--- src/rtl/imem_byte_arbiter.sv ---
`default_nettype none
// ============================================================================
// imem_byte_arbiter : round-robin IF/DM arbiter that turns each 32-bit access
// into four big-endian byte beats on a shared synchronous-read byte RAM.
// Revision 1.0
// ============================================================================
module imem_byte_arbiter #(
    parameter int ADDR_W = 8
) (
    input  logic              clk,
    input  logic              rst_n,
    input  logic              if_req,
    input  logic [31:0]       if_addr,
    output logic              if_done,
    output logic [31:0]       if_rdata,
    input  logic              dm_req,
    input  logic              dm_we,
    input  logic [31:0]       dm_addr,
    input  logic [31:0]       dm_wdata,
    output logic              dm_done,
    output logic [31:0]       dm_rdata,
    output logic              mem_en,
    output logic              mem_we,
    output logic [ADDR_W-1:0] mem_addr,
    output logic [7:0]        mem_wdata,
    input  logic [7:0]        mem_rdata,
    output logic              busy,
    output logic              owner
);

    typedef enum logic [1:0] {
        S_IDLE   = 2'd0,
        S_ACCESS = 2'd1,
        S_DRAIN  = 2'd2,
        S_RESP   = 2'd3
    } state_t;

    state_t            state_q;
    logic [1:0]        beat_q;
    logic              owner_q;
    logic              we_q;
    logic [ADDR_W-1:0] base_q;
    logic [31:0]       wshift_q;
    logic [23:0]       rbuf_q;
    logic              if_done_q;
    logic              dm_done_q;
    logic [31:0]       if_rdata_q;
    logic [31:0]       dm_rdata_q;
    logic              mem_en_q;
    logic              mem_we_q;
    logic [ADDR_W-1:0] mem_addr_q;
    logic [7:0]        mem_wdata_q;
    logic              busy_q;

    logic              grant_dm_d;
    logic              we_d;
    logic [ADDR_W-1:0] base_d;
    logic [31:0]       wdata_d;
    logic [1:0]        beat_d;
    logic              unused_addr_bits;

    // On a tie the requester that did not win last time is served.
    assign grant_dm_d = dm_req && (!if_req || !owner_q);
    assign we_d       = grant_dm_d && dm_we;
    assign base_d     = grant_dm_d ? dm_addr[ADDR_W-1:0] : if_addr[ADDR_W-1:0];
    assign wdata_d    = grant_dm_d ? dm_wdata : 32'h0;
    assign beat_d     = beat_q + 2'd1;

    assign unused_addr_bits = ^{if_addr[31:ADDR_W], dm_addr[31:ADDR_W]};

    always_ff @(posedge clk or negedge rst_n) begin
        if (!rst_n) begin
            state_q     <= S_IDLE;
            beat_q      <= 2'd0;
            owner_q     <= 1'b1;
            we_q        <= 1'b0;
            base_q      <= '0;
            wshift_q    <= 32'h0;
            rbuf_q      <= 24'h0;
            if_done_q   <= 1'b0;
            dm_done_q   <= 1'b0;
            if_rdata_q  <= 32'h0;
            dm_rdata_q  <= 32'h0;
            mem_en_q    <= 1'b0;
            mem_we_q    <= 1'b0;
            mem_addr_q  <= '0;
            mem_wdata_q <= 8'h0;
            busy_q      <= 1'b0;
        end else begin
            if_done_q <= 1'b0;
            dm_done_q <= 1'b0;
            case (state_q)
                S_IDLE: begin
                    if (if_req || dm_req) begin
                        owner_q     <= grant_dm_d;
                        we_q        <= we_d;
                        base_q      <= base_d;
                        wshift_q    <= {wdata_d[23:0], 8'h0};
                        beat_q      <= 2'd0;
                        mem_en_q    <= 1'b1;
                        mem_we_q    <= we_d;
                        mem_addr_q  <= base_d;
                        mem_wdata_q <= wdata_d[31:24];
                        busy_q      <= 1'b1;
                        state_q     <= S_ACCESS;
                    end
                end
                S_ACCESS: begin
                    // Read data lags its beat by one cycle, so beat k returns byte k-1.
                    if (beat_q != 2'd0 && !we_q) begin
                        rbuf_q <= {rbuf_q[15:0], mem_rdata};
                    end
                    if (beat_q == 2'd3) begin
                        mem_en_q <= 1'b0;
                        mem_we_q <= 1'b0;
                        if (we_q) begin
                            if_done_q <= !owner_q;
                            dm_done_q <= owner_q;
                            state_q   <= S_RESP;
                        end else begin
                            state_q   <= S_DRAIN;
                        end
                    end else begin
                        beat_q      <= beat_d;
                        mem_addr_q  <= base_q + ADDR_W'(beat_d);
                        mem_wdata_q <= wshift_q[31:24];
                        wshift_q    <= {wshift_q[23:0], 8'h0};
                    end
                end
                S_DRAIN: begin
                    if (owner_q) begin
                        dm_rdata_q <= {rbuf_q, mem_rdata};
                        dm_done_q  <= 1'b1;
                    end else begin
                        if_rdata_q <= {rbuf_q, mem_rdata};
                        if_done_q  <= 1'b1;
                    end
                    state_q <= S_RESP;
                end
                S_RESP: begin
                    beat_q  <= 2'd0;
                    busy_q  <= 1'b0;
                    state_q <= S_IDLE;
                end
                default: begin
                    state_q <= S_IDLE;
                end
            endcase
        end
    end

    assign if_done   = if_done_q;
    assign dm_done   = dm_done_q;
    assign if_rdata  = if_rdata_q;
    assign dm_rdata  = dm_rdata_q;
    assign mem_en    = mem_en_q;
    assign mem_we    = mem_we_q;
    assign mem_addr  = mem_addr_q;
    assign mem_wdata = mem_wdata_q;
    assign busy      = busy_q;
    assign owner     = owner_q;

endmodule
`default_nettype wire
--- config.mk ---
export PLATFORM = sky130hd
export DESIGN_NAME = imem_byte_arbiter
export DESIGN_NICKNAME = d
export VERILOG_FILES = /design/src/rtl/imem_byte_arbiter.sv
export SDC_FILE = /design/constraint.sdc
export NUM_CORES = 1
export LEC_CHECK = 0
export ABC_CLOCK_PERIOD_IN_PS = 4000
export BUFFER_PORTS_ARGS = -buffer_cell sky130_fd_sc_hd__buf_2
export CORE_UTILIZATION = 49
export CTS_CLUSTER_DIAMETER = 200
export DETAILED_ROUTE_END_ITERATION = 8
export PLACE_DENSITY_LB_ADDON = 0.12
export SYNTH_ARGS = -nofsm -noshare
export SYNTH_HDL_FRONTEND = slang
export SYNTH_SLANG_ARGS = --single-unit
--- constraint.sdc ---
create_clock -name clk -period 4 [get_ports clk]
set_clock_uncertainty 0.2 [all_clocks]
set_input_delay 0.6 -clock clk [delete_from_list [all_inputs] [get_ports clk]]
set_output_delay 0.6 -clock clk [all_outputs]
set_load 0.01 [all_outputs]
==> results.tsv <==
metric	value	unit
clock network latency to the later pin of the worst-skew pair	420	ps
Post-Syn Area	6140	um^2
via/cell ratio	5.27	
clock root buffer	clkbuf_16	
final setup vio count	0	
Slew @ Worst Pin	852	ps
initial antenna violation count	1	
core area	12100	um^2
Arrival @ worst endpoint	2820	ps
HPWL Detailed	8400	um
starting density of the core	50.7	%
Syn Nets	606	
worst slack, placed	1270	ps
Sequential Area	3680	um^2
CP endpoint kind	register	
Final Slew Violations	0	
Max clock buf depth	2	
post-synthesis sequential area ratio	59.9	%
Post-synth EDFFs	0	
CTS resizes	0	
flops & latches, synth	147	
row count	40	
FILL cells	1007	
drt pass-1 iters	4	
drt first-iter violations	183	
gpl congestion	0.786	
# Post-CTS Setup Buffers	0	
number of CTS-inserted buffers	17	
Hold Path Class	in -> async	
largest net degree at the start of global routing	89	
post-synthesis area per instance	12.6	um^2
area leader, netlist	dfrtp_1	
via count of the routed design	4277	
Routed WL	12700	um
Antenna Nets Post-Route	0	
ranking of synthesized cells by area	dfrtp_1, mux2_2, nand2_1, a31oi_1, nand3_1	
area taken by multi-input logic gates	2310	um^2
Relative slew margins	43.2	%
Leak Pwr	0.00357	uW
TritonCTS clock tree	yes	
DRC errors left	0	
Finished Cell Area	7680	um^2
n_diodes	0	
Layout Nets	751	
Max-Cap Viols	0	
H-tree depth	4	
crit start category	register	
final cycle utilization of the critical path	68.2	%
Yosys warnings	0	
grt total ovfl	0	
area share of the largest cell type after synthesis	59.5	%
status	finished clean	
gr usage total	21.1	%
drt wl/cell	15.6	um
top_reg_cell synth	dfrtp_1	
CTS sink count	147	
die extent in x	114	um
first-pass GRT wire length	20900	um
CP max FO	34	
area growth from synthesis to layout	25.0	%
vias in the first global route	4241	
fmax	0.367	GHz
pwr/cell area	945	nW/um^2
setup_tns	0	ps
hold slack final	34.8	ps
Ports	195	
Peak VDD IR	0.377	mV
ratio of cells with drive above 1 in the final layout	43.5	%
Netlist cell types	40	
Final Critical Period	2730	ps
Async S/R FF share, synth	100	%
Post-synth top cells	dfrtp_1, mux2_2, nand2_1	
Req. time, crit path	4100	ps
placed instance area	7030	um^2
Die Area	13000	um^2
Worst-path clk slew	60	ps
final hold vios	0	
Port Buffer Count	146	
PnR worst setup slack	1270	ps
top-count cell post-synth	dfrtp_1	
Setup CP Type	reg -> reg	
RSZ-0062 raised after global routing	false	
die height	114	um
cell count after synthesis	487	
cts hold-fix bufs	0	
==> critical path, stage by stage (launching register included) <==
cell     delay [ps]
dfrtp_1         430
inv_1           120
ha_1            460
inv_2           390
nor3_4          250
buf_4           350
mux2_2          390
==> final timing paths <==
| check | from | endpoint | slack [ps] | cells after the start |
|---|---|---|---|---|
| worst max-delay path | state_q[1] | rbuf_q[21] | 1270 | 6 |
| max in group asynchronous | rst_n | if_rdata[12] | 2600 | 2 |
| worst min register to register | if_rdata[6] | if_rdata[6] | 280 | 1 |
| worst max register to register | state_q[1] | rbuf_q[21] | 1270 | 6 |
| worst min-delay path | rst_n | if_rdata[10] | 30 | 1 |
| min in group clk | dm_wdata[6] | wshift_q[14] | 200 | 2 |
==> sequential cells by signal, summed over array words and instances (netlist names) <==
signal	count
base_q	8
beat_q	2
busy	1
dm_done	1
dm_rdata	32
if_done	1
if_rdata	32
mem_addr	8
mem_en	1
mem_wdata	8
mem_we	1
owner	1
rbuf_q	24
state_q	2
we_q	1
wshift_q	24
==> through the flow <==
step	cells	utilization (%)	power [uW]
6_report	812	63.4	7250
5_1_grt	812	63.4	7750
4_1_cts	812	63.4	7330
3_5_place_dp	781	58.0	5570
3_3_place_gp	781	58.0	5440
2_1_floorplan	487	-	4620
==> cell usage in the layout (no fill, tap or decap), types with 2 or more instances in the layout <==
cell / count
a21o_1: 2
a21oi_1: 7
a22o_1: 11
a31oi_1: 27
and4_1: 2
buf_2: 145
buf_4: 9
bufinv_16: 5
clkbuf_1: 2
clkbuf_16: 17
clkbuf_8: 3
clkinv_2: 2
dfrtp_1: 146
ha_1: 9
inv_1: 6
mux2_1: 2
mux2_2: 89
mux2i_1: 8
nand2_1: 48
nand3_1: 25
nor2_1: 27
nor2b_1: 2
nor3_1: 2
nor3b_1: 3
o21ai_0: 19
o221ai_1: 3
xor2_1: 5
==> final cells by class <==
| class | count | share of cell area, % |
|---|---|---|
| clock inverter | 9 | 2.30 |
| timing repair buffer | 155 | 10.5 |
| tap | 168 | 2.74 |
| multi-input combinational | 304 | 30.0 |
| sequential | 147 | 47.9 |
| inverter | 7 | 0.342 |
| clock buffer | 22 | 6.18 |
==> power by group <==
group          internal, uW  leakage (uW)  switching (uW)
Sequential             2270       0.00176             468
Clock                  1150      0.000316             580
Combinational          1320       0.00150            1460
==> routing by layer <==
layer | vias up | GRT usage, % | routed length (um)
met5 | - | 0 | 0
met4 | 0 | 11.1 | 259
li1 | 2017 | - | -
met1 | 2105 | 26.5 | 5590
met3 | 22 | 5.10 | 660
met2 | 133 | 34.1 | 6140
==> kinds of logic after synthesis <==
kind of cell               synth area share (%)
adders and majority gates                  2.16
xor gates and xnor gates                  0.713
AOI/OAI and AO/OA                          8.05
buffers and inverters                      2.77
DFF                                        59.9
muxes                                      18.0
and+or+nand+nor                            8.38
Note: power is estimated with default switching activity, not from simulation.
